`src/rtl/serial_uart_endpoint.sv`:
```
// 8N1 UART endpoint between the processor serial port and the board UART pins.
// A TX FIFO feeds a serializer, and a deserializer fills an RX FIFO that the processor drains.
module serial_uart_endpoint #(
   parameter int CLKS_PER_BIT = 16,
   parameter int FIFO_DEPTH   = 4
) (
   input  logic       clock,
   input  logic       reset,
   input  logic [7:0] cpu_wdata,
   input  logic       cpu_wren,
   output logic       cpu_ready,
   output logic [7:0] cpu_rdata,
   output logic       cpu_valid,
   input  logic       cpu_rden,
   output logic       uart_tx,
   input  logic       uart_rx,
   output logic       rx_overrun,
   output logic       rx_frame_err
);

   localparam int AW = $clog2(FIFO_DEPTH);
   localparam int CW = AW + 1;
   localparam int BW = $clog2(CLKS_PER_BIT);
   localparam logic [CW-1:0] FULL_CNT  = CW'(FIFO_DEPTH);
   localparam logic [BW-1:0] BAUD_LAST = BW'(CLKS_PER_BIT - 1);
   localparam logic [BW-1:0] BAUD_HALF = BW'(CLKS_PER_BIT / 2 - 1);

   typedef enum logic [1:0] {
      ST_IDLE  = 2'd0,
      ST_START = 2'd1,
      ST_DATA  = 2'd2,
      ST_STOP  = 2'd3
   } uart_state_t;

   // TX path state
   logic [7:0]    tx_mem_q [FIFO_DEPTH];
   logic [7:0]    tx_mem_d [FIFO_DEPTH];
   logic [AW-1:0] tx_wp_q, tx_wp_d, tx_rp_q, tx_rp_d;
   logic [CW-1:0] tx_cnt_q, tx_cnt_d;
   uart_state_t   tx_state_q, tx_state_d;
   logic [BW-1:0] tx_baud_q, tx_baud_d;
   logic [2:0]    tx_idx_q, tx_idx_d;
   logic [7:0]    tx_shift_q, tx_shift_d;
   logic          tx_line_q, tx_line_d;
   logic          tx_push_s, tx_pop_s;

   // RX path state
   logic [7:0]    rx_mem_q [FIFO_DEPTH];
   logic [7:0]    rx_mem_d [FIFO_DEPTH];
   logic [AW-1:0] rx_wp_q, rx_wp_d, rx_rp_q, rx_rp_d;
   logic [CW-1:0] rx_cnt_q, rx_cnt_d;
   uart_state_t   rx_state_q, rx_state_d;
   logic [BW-1:0] rx_baud_q, rx_baud_d;
   logic [2:0]    rx_idx_q, rx_idx_d;
   logic [7:0]    rx_shift_q, rx_shift_d;
   logic          rx_meta_q, rx_meta_d, rx_sync_q, rx_sync_d;
   logic          rx_overrun_q, rx_overrun_d, rx_frame_err_q, rx_frame_err_d;
   logic          rx_push_s, rx_pop_s;

   assign cpu_ready    = (tx_cnt_q != FULL_CNT);
   assign cpu_valid    = (rx_cnt_q != '0);
   assign cpu_rdata    = cpu_valid ? rx_mem_q[rx_rp_q] : 8'h00;
   assign uart_tx      = tx_line_q;
   assign rx_overrun   = rx_overrun_q;
   assign rx_frame_err = rx_frame_err_q;

   // TX FIFO and serializer; the line register lags the state by one cycle.
   always_comb begin
      tx_push_s  = cpu_wren && (tx_cnt_q != FULL_CNT);
      tx_pop_s   = 1'b0;
      tx_state_d = tx_state_q;
      tx_baud_d  = tx_baud_q;
      tx_idx_d   = tx_idx_q;
      tx_shift_d = tx_shift_q;
      tx_line_d  = 1'b1;
      tx_mem_d   = tx_mem_q;
      case (tx_state_q)
         ST_IDLE: begin
            tx_line_d = 1'b1;
            if (tx_cnt_q != '0) begin
               tx_pop_s   = 1'b1;
               tx_shift_d = tx_mem_q[tx_rp_q];
               tx_baud_d  = '0;
               tx_state_d = ST_START;
            end else begin
               tx_state_d = ST_IDLE;
            end
         end
         ST_START: begin
            tx_line_d = 1'b0;
            if (tx_baud_q == BAUD_LAST) begin
               tx_baud_d  = '0;
               tx_idx_d   = 3'd0;
               tx_state_d = ST_DATA;
            end else begin
               tx_baud_d = tx_baud_q + BW'(1);
            end
         end
         ST_DATA: begin
            tx_line_d = tx_shift_q[0];
            if (tx_baud_q == BAUD_LAST) begin
               tx_baud_d  = '0;
               tx_shift_d = {1'b0, tx_shift_q[7:1]};
               if (tx_idx_q == 3'd7) begin
                  tx_state_d = ST_STOP;
               end else begin
                  tx_idx_d = tx_idx_q + 3'd1;
               end
            end else begin
               tx_baud_d = tx_baud_q + BW'(1);
            end
         end
         ST_STOP: begin
            tx_line_d = 1'b1;
            if (tx_baud_q == BAUD_LAST) begin
               tx_baud_d = '0;
               // Chain straight into the next start bit so queued frames are contiguous.
               if (tx_cnt_q != '0) begin
                  tx_pop_s   = 1'b1;
                  tx_shift_d = tx_mem_q[tx_rp_q];
                  tx_state_d = ST_START;
               end else begin
                  tx_state_d = ST_IDLE;
               end
            end else begin
               tx_baud_d = tx_baud_q + BW'(1);
            end
         end
         default: begin
            tx_state_d = ST_IDLE;
         end
      endcase

      if (tx_push_s) begin
         tx_mem_d[tx_wp_q] = cpu_wdata;
         tx_wp_d = tx_wp_q + AW'(1);
      end else begin
         tx_wp_d = tx_wp_q;
      end
      if (tx_pop_s) begin
         tx_rp_d = tx_rp_q + AW'(1);
      end else begin
         tx_rp_d = tx_rp_q;
      end
      case ({tx_push_s, tx_pop_s})
         2'b10:   tx_cnt_d = tx_cnt_q + CW'(1);
         2'b01:   tx_cnt_d = tx_cnt_q - CW'(1);
         default: tx_cnt_d = tx_cnt_q;
      endcase
   end

   // RX synchronizer, deserializer, FIFO and sticky error flags.
   always_comb begin
      rx_meta_d      = uart_rx;
      rx_sync_d      = rx_meta_q;
      rx_pop_s       = cpu_rden && (rx_cnt_q != '0);
      rx_push_s      = 1'b0;
      rx_state_d     = rx_state_q;
      rx_baud_d      = rx_baud_q;
      rx_idx_d       = rx_idx_q;
      rx_shift_d     = rx_shift_q;
      rx_overrun_d   = rx_overrun_q;
      rx_frame_err_d = rx_frame_err_q;
      rx_mem_d       = rx_mem_q;
      case (rx_state_q)
         ST_IDLE: begin
            if (!rx_sync_q) begin
               rx_baud_d  = '0;
               rx_state_d = ST_START;
            end else begin
               rx_state_d = ST_IDLE;
            end
         end
         ST_START: begin
            if (rx_baud_q == BAUD_HALF) begin
               rx_baud_d  = '0;
               rx_idx_d   = 3'd0;
               rx_state_d = rx_sync_q ? ST_IDLE : ST_DATA;
            end else begin
               rx_baud_d = rx_baud_q + BW'(1);
            end
         end
         ST_DATA: begin
            if (rx_baud_q == BAUD_LAST) begin
               rx_baud_d  = '0;
               rx_shift_d = {rx_sync_q, rx_shift_q[7:1]};
               if (rx_idx_q == 3'd7) begin
                  rx_state_d = ST_STOP;
               end else begin
                  rx_idx_d = rx_idx_q + 3'd1;
               end
            end else begin
               rx_baud_d = rx_baud_q + BW'(1);
            end
         end
         ST_STOP: begin
            if (rx_baud_q == BAUD_LAST) begin
               rx_baud_d  = '0;
               rx_state_d = ST_IDLE;
               // A same-cycle pop frees the slot a full FIFO would otherwise refuse.
               if (!rx_sync_q) begin
                  rx_frame_err_d = 1'b1;
               end else if ((rx_cnt_q != FULL_CNT) || rx_pop_s) begin
                  rx_push_s = 1'b1;
               end else begin
                  rx_overrun_d = 1'b1;
               end
            end else begin
               rx_baud_d = rx_baud_q + BW'(1);
            end
         end
         default: begin
            rx_state_d = ST_IDLE;
         end
      endcase

      if (rx_push_s) begin
         rx_mem_d[rx_wp_q] = rx_shift_q;
         rx_wp_d = rx_wp_q + AW'(1);
      end else begin
         rx_wp_d = rx_wp_q;
      end
      if (rx_pop_s) begin
         rx_rp_d = rx_rp_q + AW'(1);
      end else begin
         rx_rp_d = rx_rp_q;
      end
      case ({rx_push_s, rx_pop_s})
         2'b10:   rx_cnt_d = rx_cnt_q + CW'(1);
         2'b01:   rx_cnt_d = rx_cnt_q - CW'(1);
         default: rx_cnt_d = rx_cnt_q;
      endcase
   end

   // State registers for both directions.
   always_ff @(posedge clock) begin
      if (reset) begin
         tx_mem_q       <= '{default: 8'h00};
         tx_wp_q        <= '0;
         tx_rp_q        <= '0;
         tx_cnt_q       <= '0;
         tx_state_q     <= ST_IDLE;
         tx_baud_q      <= '0;
         tx_idx_q       <= 3'd0;
         tx_shift_q     <= 8'h00;
         tx_line_q      <= 1'b1;
         rx_mem_q       <= '{default: 8'h00};
         rx_wp_q        <= '0;
         rx_rp_q        <= '0;
         rx_cnt_q       <= '0;
         rx_state_q     <= ST_IDLE;
         rx_baud_q      <= '0;
         rx_idx_q       <= 3'd0;
         rx_shift_q     <= 8'h00;
         rx_meta_q      <= 1'b1;
         rx_sync_q      <= 1'b1;
         rx_overrun_q   <= 1'b0;
         rx_frame_err_q <= 1'b0;
      end else begin
         tx_mem_q       <= tx_mem_d;
         tx_wp_q        <= tx_wp_d;
         tx_rp_q        <= tx_rp_d;
         tx_cnt_q       <= tx_cnt_d;
         tx_state_q     <= tx_state_d;
         tx_baud_q      <= tx_baud_d;
         tx_idx_q       <= tx_idx_d;
         tx_shift_q     <= tx_shift_d;
         tx_line_q      <= tx_line_d;
         rx_mem_q       <= rx_mem_d;
         rx_wp_q        <= rx_wp_d;
         rx_rp_q        <= rx_rp_d;
         rx_cnt_q       <= rx_cnt_d;
         rx_state_q     <= rx_state_d;
         rx_baud_q      <= rx_baud_d;
         rx_idx_q       <= rx_idx_d;
         rx_shift_q     <= rx_shift_d;
         rx_meta_q      <= rx_meta_d;
         rx_sync_q      <= rx_sync_d;
         rx_overrun_q   <= rx_overrun_d;
         rx_frame_err_q <= rx_frame_err_d;
      end
   end

endmodule

```
`config.mk`:
```
export PLATFORM = sky130hd
export DESIGN_NAME = serial_uart_endpoint
export DESIGN_NICKNAME = d
export VERILOG_FILES = /design/src/rtl/serial_uart_endpoint.sv
export SDC_FILE = /design/constraint.sdc
export NUM_CORES = 1
export LEC_CHECK = 0
export BUFFER_PORTS_ARGS = -buffer_cell sky130_fd_sc_hd__buf_2
export CAP_MARGIN = 20
export CELL_PAD_IN_SITES_DETAIL_PLACEMENT = 1
export CELL_PAD_IN_SITES_GLOBAL_PLACEMENT = 1
export CORE_UTILIZATION = 52
export CTS_CLUSTER_DIAMETER = 80
export DETAILED_ROUTE_END_ITERATION = 8
export GPL_ROUTABILITY_DRIVEN = 0
export PLACE_DENSITY_LB_ADDON = 0.1
export REMOVE_ABC_BUFFERS = 1
export SLEW_MARGIN = 20
export SYNTH_ARGS = -nofsm -noshare
export SYNTH_HDL_FRONTEND = slang
export SYNTH_SLANG_ARGS = --single-unit
```
`constraint.sdc`:
```
create_clock -name clock -period 6.95 [get_ports clock]
set_clock_uncertainty 0.2 [all_clocks]
set_input_delay 1.39 -clock clock [delete_from_list [all_inputs] [get_ports clock]]
set_output_delay 1.39 -clock clock [all_outputs]
set_load 0.05 [all_outputs]
```
==> metrics.txt, run 1 <==
outcome finished clean; Tmin final 3.85 ns; yosys warns 0; clk sink count 117; sequential share of power 37.4%; most frequent cells in the layout dfxtp_1, nor2_1, mux2i_1, buf_2, ha_1; Avg WL per Cell 17.7 um; NetSw 590 uW; Power Density 328 nW/um2; layout cell share with drive strength beyond 1 14.6%; postcts setup bufs 0; RSZ-0062 raised after global routing false; IO Count 26; Syn Std Cell Area 5530 um2; hold_buf cts 0; Register-to-Register Setup Slack 3.92 ns; first-pass GRT wire length 21300 um; Max IR drop VDD 0.000246 V; max_slew headroom 31.5%; initial antenna violation count 0; pre-CTS setup slack 3.07 ns; commonest non-fill, non-tap cell in the layout dfxtp_1; gr ovfl total 0; Max H-tree Level 4; area growth from synthesis to layout 13.6%; width of the die 105 um; worst slew pin tran 1.03 ns; largest net degree at the start of global routing 66; CP Capture Type output port; Post-synth ARST share 0%; chip height 105 um; vias per cell 5.56; final-report setup violation count 0; Worst-Skew Late Latency 0.52 ns; power share of the clock group 42.4%; Logic pwr share 20.2%; detailed-route via count 3955; Worst Reg-to-Reg Cells 10; Leakage 2.80 nW; post-layout total power 2.06 mW; Internal Power 1.47 mW; fmax 0.260 GHz; Final Cycle Share 55.4%; Num CTS Buffers 17; fill count 1150; Main synth FF type dfxtp_1; worst hold path type register to register; worst setup path end cpu_rdata[7]; crit path DAT 2.26 ns; Final Util 60.9%; placed insts 679; critical path class register to output port; core area 10300 um2; synthesized area per cell 10.1 um2; Post-synth EDFFs 0; starting utilization of the core area 53.6%; Crit Path Max Fanout 10; WL final 12600 um; Ant. Diodes 0; Buffers on Ports 25; Synth Register Bits 117; post-synthesis cell count 548; Distinct cells, synth 60; TritonCTS clock tree built; critical path startpoint rx_rp_q[0]; Die Area 11100 um2; Clock Tree Root clkbuf_8; WP data required 5.36 ns; GRT Resource Usage Total 24.7%; drt pass-1 iters 5; row count 37; Post-DP HPWL 7790 um; fin cells 711; Clock Pin Slew Worst Setup and Hold Paths 0.05 ns; Setup TNS 0 ns; PnR worst setup slack 3.10 ns; Max Cap Viol 0; switching share of power 28.7%; FF-to-FF Start rx_baud_q[0]; startpoint types register; sequential area share after synthesis 42.4%; vias in the first global route 4339; Slew Viols, Final 0; initial DRC count 126; FF-to-FF End rx_cnt_q[2]; CTS resizes 0; Bufs on Longest Clock Path 2; DRC viols 0; Final Net Count 599; Final Hold Fails 0; Routed Antenna Nets 0
## per-stage QoR
stage | hold slack [ns] | cell area, um2
after floorplan | 0.189 | 5380
after global placement | 0.194 | 5680
after detailed placement | 0.207 | 5680
after CTS | 0.219 | 6280
after global routing | 0.232 | 6280
final | 0.216 | 6280
## cell type report
| class | instances | area [um2] | area share (%) |
|---|---|---|---|
| clock inverters | 9 | 124 | 1.97 |
| multi-input cells | 384 | 2970 | 47.3 |
| inverters | 16 | 60.1 | 0.956 |
| repair buffers | 26 | 135 | 2.15 |
| well taps | 136 | 170 | 2.71 |
| flip-flops and latches | 117 | 2340 | 37.3 |
| clock buffers | 23 | 477 | 7.59 |
## how the worst min path moves through the flow
stage           endpoint       from  depth (start not counted)  slack, ns
6_report       rx_sync_q  rx_meta_q                          1       0.22
5_1_grt        rx_sync_q  rx_meta_q                          1       0.23
4_1_cts        rx_sync_q  rx_meta_q                          1       0.22
3_5_place_dp   rx_sync_q  rx_meta_q                          1       0.21
3_3_place_gp   rx_sync_q  rx_meta_q                          1       0.19
2_1_floorplan  rx_sync_q  rx_meta_q                          1       0.19
## routing by layer
| metal | global-route usage [%] | vias up | wire [um] |
|---|---|---|---|
| li1 | - | 1937 | - |
| met1 | 28.6 | 1950 | 5430 |
| met2 | 44.7 | 52 | 6630 |
| met3 | 5.55 | 16 | 379 |
| met4 | 8.75 | 0 | 164 |
| met5 | 0 | - | 0 |
## power by group through the flow
| stage | logic, mW | registers, mW | clock network, mW |
|---|---|---|---|
| floorplan | 0.309 | 0.776 | 0 |
| global placement | 0.394 | 0.778 | 0 |
| detailed placement | 0.412 | 0.782 | 0 |
| CTS | 0.423 | 0.770 | 0.892 |
| global route | 0.463 | 0.777 | 0.921 |
| finish | 0.416 | 0.769 | 0.874 |
## sequential cells by signal, indices dropped and copies added (netlist names), 2 cells and up, named ones only
name / count
rx_cnt_q: 3
tx_rp_q: 2
rx_baud_q: 4
tx_mem_q: 32
rx_idx_q: 3
tx_idx_q: 3
tx_baud_q: 4
tx_state_q: 2
rx_rp_q: 2
tx_shift_q: 8
rx_wp_q: 2
rx_mem_q: 32
rx_shift_q: 8
tx_cnt_q: 3
tx_wp_q: 2
## cell usage after synthesis, drive strengths merged, types with 3 or more instances
cell type,number,area [um2]
mux4,9,203
xnor2,5,43.8
nor2,115,432
or3,3,20.0
a211oi,3,27.5
inv,16,60.1
nor3,5,36.3
mux2i,102,1020
o21ai,8,40.0
nand2,14,52.6
xor2,5,43.8
dfxtp,117,2340
or2,5,31.3
ha,22,275
a21oi,15,75.1
nand3,9,95.1
o221ai,7,61.3
nor2b,3,18.8
nand2b,3,18.8
buf,15,93.8
and2,12,75.1
nor3b,5,37.5
clkbuf,16,60.1
nand4,6,97.6
a31oi,3,18.8
## critical path, cell delays in order (launching register included)
cell and delay, ns:
dfxtp_1 0.77, mux4_2 0.59, and2_1 0.17, buf_2 0.21
## cells by family after synthesis
logic type | Yosys count | share of synthesized area [%]
flops | 117 | 42.4
xor+xnor | 10 | 1.58
fa+ha+maj | 24 | 5.70
mux | 111 | 22.1
buf+inv | 47 | 3.87
simple gates | 192 | 18.6
compound gates | 47 | 5.75
No activity file was read; power rests on OpenSTA's default activity.
==> run 2, diff against run 1 <==
--- a/config.mk
+++ b/config.mk
@@ -5,11 +5,12 @@
 export SDC_FILE = /design/constraint.sdc
 export NUM_CORES = 1
 export LEC_CHECK = 0
+export ABC_AREA = 1
 export BUFFER_PORTS_ARGS = -buffer_cell sky130_fd_sc_hd__buf_2
 export CAP_MARGIN = 20
 export CELL_PAD_IN_SITES_DETAIL_PLACEMENT = 1
 export CELL_PAD_IN_SITES_GLOBAL_PLACEMENT = 1
-export CORE_UTILIZATION = 52
+export CORE_UTILIZATION = 44
 export CTS_CLUSTER_DIAMETER = 80
 export DETAILED_ROUTE_END_ITERATION = 8
 export GPL_ROUTABILITY_DRIVEN = 0
==> constraint.sdc (replaced) <==
create_clock -name clock -period 3.6 [get_ports clock]
set_clock_uncertainty 0.2 [all_clocks]
set_input_delay 0.72 -clock clock [delete_from_list [all_inputs] [get_ports clock]]
set_output_delay 0.72 -clock clock [all_outputs]
set_load 0.05 [all_outputs]
==> run 2 against run 1 <==
Against the previous run: non-clock buffer count increased by 5; largest cell class unchanged; via count is 35% higher; count of clock-buffer cells in the layout shrank 1; first-iteration DRC count increased by 94%.
==> metrics.txt, run 2 <==
outcome finished clean; met3 Usage GRT 5.07%; post-layout total power 4.38 mW; largest net degree at the start of global routing 49; Synth Register Bits 117; first-pass GRT wire length 25400 um; IO Count 26; sequential area share after synthesis 41.0%; critical path class register to output port; fmax 0.321 GHz; design area 6500 um2; width of the die 116 um; biggest regs rx_mem_q x32, tx_mem_q x32; gr ovfl total 0; grt met2 use 43.8%; detailed-route via count 5350; pre-CTS setup slack 0.793 ns; starting utilization of the core area 45.2%; Ant. Diodes 0; DRC viols 0; dpl cell area 5900 um2; vias per cell 5.13; Clock Pin Slew Worst Setup and Hold Paths 0.05 ns; Final Util 51.5%; initial DRC count 245; Power Density 673 nW/um2; met1 usage 27.9%; synthesized area per cell 6.79 um2; Crit Path Max Fanout 10; commonest non-fill, non-tap cell in the layout nand2_1; Max IR drop VDD 0.000399 V; Routed Antenna Nets 0; Clock Tree Root clkbuf_16; Slew Viols, Final 0; final-report setup violation count 0; Final Net Count 894; Post-synth EDFFs 0; initial antenna violation count 0; GRT Resource Usage Total 24.4%; Synth top area share 41.0%; Tmin final 3.11 ns; Leakage 3.04 nW; Max Cap Viol 0; Worst-Skew Late Latency 0.41 ns; fin cells 1042; top-count cell post-synth nand2_1; Final Hold Fails 0; clk sink count 117; postcts setup bufs 0; PnR worst setup slack 0.488 ns; Avg WL per Cell 14.6 um; Register-to-Register Setup Slack 0.97 ns; RSZ-0062 raised after global routing false; drt pass-1 iters 4; post-synthesis cell count 841; Worst Reg-to-Reg Cells 14; Post-DP HPWL 10100 um; Buffers on Ports 25; yosys warns 0; Num CTS Buffers 17; Bufs on Longest Clock Path 2; crit path DAT 2.19 ns; Max H-tree Level 4; Setup TNS 0 ns; WP data required 2.68 ns; TritonCTS clock tree built; vias in the first global route 5397; GR peak layer met2; top post-synthesis cells by count nand2_1, nor2_1, dfxtp_1; core area 12600 um2; hold_buf cts 0; startpoint types register; post-synth top area cell dfxtp_1; chip height 116 um; CP Capture Type output port; Main synth FF type dfxtp_1; final hold slack 0.234 ns; top post-synthesis cells by area dfxtp_1, nand2_1, a21oi_1; worst hold path type register to register; worst slew pin tran 0.837 ns; Die Area 13400 um2; row count 41; Final Cycle Share 86.4%; placed insts 1010; most frequent cells in the layout nand2_1, nor2_1, dfxtp_1, a21oi_1, inv_1; max_slew headroom 44.1%; CTS resizes 0; WL final 15200 um; layout cell share with drive strength beyond 1 8.51%; Distinct cells, synth 25; Hold Crit Depth 1; area growth from synthesis to layout 13.9%; Post-synth ARST share 0%; Syn Std Cell Area 5710 um2
==> run 2: per-layer routing <==
layer | up-vias | share of wire [%]
li1 | 2691 | -
met1 | 2586 | 45
met2 | 50 | 51
met3 | 23 | 2.1
met4 | 0 | 2.0
met5 | - | 0
==> run 2: kinds of logic (layout without fill, tap and decap cells) <==
logic type	Yosys count	in the layout	synth area share, %
buffers and inverters	128	157	9.58
and+or+nand+nor	424	424	30.8
adders and majority gates	24	24	5.52
DFF	117	117	41.0
xor gates and xnor gates	2	2	0.307
AOI/OAI and AO/OA	146	146	12.8
==> run 2: cell type report <==
cell class,instances,area (um2)
clock buffer,22,474
clock inverter,10,128
fill,1692,6120
inverter,94,353
multi-input combinational,596,2820
sequential,117,2340
tap,172,215
timing repair buffer,31,170
==> run 2: critical path: stages, from the launching register on <==
cell and delay (ns):
dfxtp_1 0.56, clkinv_1 0.41, a21oi_1 0.24, o21ai_0 0.14
a21oi_1 0.15, buf_2 0.27
==> run 2: final timing paths <==
kind | start | to
min | rx_meta_q | rx_sync_q
max | rx_rp_q[1] | cpu_rdata[4]
max reg2reg | tx_state_q[0] | tx_cnt_q[2]
min reg2reg | rx_meta_q | rx_sync_q
==> run 2: power breakdown <==
group / switching (mW) / internal (mW)
registers: 0.0846 / 1.41
clock network: 0.585 / 1.13
logic: 0.816 / 0.346
total: 1.49 / 2.89
==> run 3, diff against run 2 <==
--- a/config.mk
+++ b/config.mk
@@ -10,10 +10,11 @@
 export CAP_MARGIN = 20
 export CELL_PAD_IN_SITES_DETAIL_PLACEMENT = 1
 export CELL_PAD_IN_SITES_GLOBAL_PLACEMENT = 1
-export CORE_UTILIZATION = 44
+export CORE_UTILIZATION = 32
 export CTS_CLUSTER_DIAMETER = 80
 export DETAILED_ROUTE_END_ITERATION = 8
 export GPL_ROUTABILITY_DRIVEN = 0
+export GPL_TIMING_DRIVEN = 0
 export PLACE_DENSITY_LB_ADDON = 0.1
 export REMOVE_ABC_BUFFERS = 1
 export SLEW_MARGIN = 20
==> run 3 against run 2 <==
Against the previous run: flip-flop and latch count is the same; die area rose by 37%; final area hardly changed; register-to-register slack is essentially flat; core utilization shrank 14 points; critical endpoint is now cpu_rdata[3]; largest power group unchanged.
==> metrics.txt, run 3 (same netlist as run 2, synthesis figures left out) <==
Max H-tree Level 4; clk sink count 117; TritonCTS clock tree built; commonest non-fill, non-tap cell in the layout nand2_1; Final Net Count 889; Top Layer Used met4; starting utilization of the core area 32.9%; Crit Path Max Fanout 10; Crit path largest cell delay 0.56 ns; width of the die 136 um; Crit path depth 5; detailed-route via count 5269; initial DRC count 178; Routed Antenna Nets 0; drt pass-1 iters 4; area growth from synthesis to layout 14.0%; Num CTS Buffers 17; IO Count 26; Max Cap Viol 0; critical path's top delay family buffers and inverters; core area 17400 um2; worst slew pin tran 1.04 ns; Final Util 37.5%; chip height 136 um; critical path startpoint rx_rp_q[1]; startpoint types register; Final Cycle Share 88.8%; Logic pwr share 26.2%; worst hold path type register to register; GRT Resource Usage Total 18.3%; Worst path most repeated cell a21oi_1; most frequent cells in the layout nand2_1, nor2_1, dfxtp_1, a21oi_1, inv_1; critical path class register to output port; power share of the clock group 38.3%; cells along the critical path clkinv_1 > a21oi_1 > o21ai_0 > a21oi_1 > buf_2; dpl cell area 5940 um2; fin cells 1086; layout cell share with drive strength beyond 1 7.67%; initial antenna violation count 0; fill count 2207; Avg WL per Cell 14.1 um; outcome finished clean; WP data required 2.68 ns; Post-DP HPWL 10300 um; row count 48; Max IR drop VDD 0.000371 V; switching share of power 34.6%; Bufs on Longest Clock Path 2; Slew Viols, Final 0; postcts setup bufs 0; DRC viols 0; sequential share of power 35.5%; Clock Tree Root clkbuf_16; Die Area 18400 um2; slowest stage cell, crit path dfxtp_1; Clock Pin Slew Worst Setup and Hold Paths 0.05 ns; final-report setup violation count 0; Tmin final 3.20 ns; Worst Reg-to-Reg Cells 14; Worst-Skew Late Latency 0.42 ns; met2 wire len 7620 um; Internal Power 2.82 mW; vias per cell 4.85; crit path DAT 2.28 ns; vias in the first global route 5470; placed insts 1058; design area 6510 um2; first-pass GRT wire length 26300 um; largest net degree at the start of global routing 53; biggest regs rx_mem_q x32, tx_mem_q x32; fmax 0.313 GHz; WL final 15300 um; Ant. Diodes 0; NetSw 1.49 mW; Leakage 3.00 nW; met3 wire length 394 um; Final Hold Fails 0; gr ovfl total 0; FF-to-FF Start tx_state_q[0]; RSZ-0062 raised after global routing false; Hold Crit Start rx_meta_q; max_slew headroom 30.4%; CP Capture Type output port; worst path bufs/invs 2; Power Density 663 nW/um2; Hold Crit Depth 1; Buffers on Ports 25; M1 WL 7130 um
run 3: worst register-to-register path: stages, from the launching register on:
cell	delay [ns]
dfxtp_1	0.40
inv_1	0.11
ha_1	0.31
inv_1	0.10
nand2_1	0.06
inv_1	0.09
nand2_1	0.10
inv_1	0.09
ha_1	0.14
inv_1	0.07
fa_1	0.38
a21oi_1	0.15
o21ai_0	0.11
o21ai_0	0.17
a21oi_1	0.06
run 3: worst paths after layout:
check                           slack, ns      endpoint
worst max-delay path                 0.40  cpu_rdata[3]
worst min-delay path                 0.21     rx_sync_q
worst max register to register       0.96   tx_cnt_q[2]
worst min register to register       0.21     rx_sync_q
run 3: layout make-up:
class	instances	area [um2]	share of cell area [%]
Multi-Input combinational cell	596	2820	43.3
Tap cell	225	282	4.33
Clock buffer	23	488	7.50
Inverter	94	354	5.44
Sequential cell	117	2340	36.0
Clock inverter	5	75.1	1.15
Timing Repair Buffer	26	145	2.23
run 3: power by group through the flow:
stage / logic [mW] / clock network (mW) / registers, mW
2_1_floorplan: 0.817 / 0 / 1.54
3_3_place_gp: 1.10 / 0 / 1.55
3_5_place_dp: 1.15 / 0 / 1.56
4_1_cts: 1.15 / 1.70 / 1.53
5_1_grt: 1.31 / 1.76 / 1.55
6_report: 1.13 / 1.65 / 1.53
run 3: layer usage:
layer | GRT usage [%] | up-vias
met5 | 0 | -
met4 | 6.18 | 0
met3 | 4.49 | 16
met2 | 32.0 | 61
met1 | 21.7 | 2523
li1 | - | 2669
run 3: repair_timing:
item                       4_1_cts  5_1_grt
gates resized for setup          0        1
hold buffers                     0        0
setup endpoints to repair        0        1
run 3: metrics by stage:
stage	setup WS (ns)	power, mW	setup TNS (ns)	hold slack, ns
6_report	0.403	4.32	0	0.213
5_1_grt	0.167	4.62	0	0.235
4_1_cts	0.175	4.39	0	0.212
3_5_place_dp	0.572	2.70	0	0.204
3_3_place_gp	-0.972	2.65	-53.11	0.207
2_1_floorplan	0.885	2.35	0	0.189
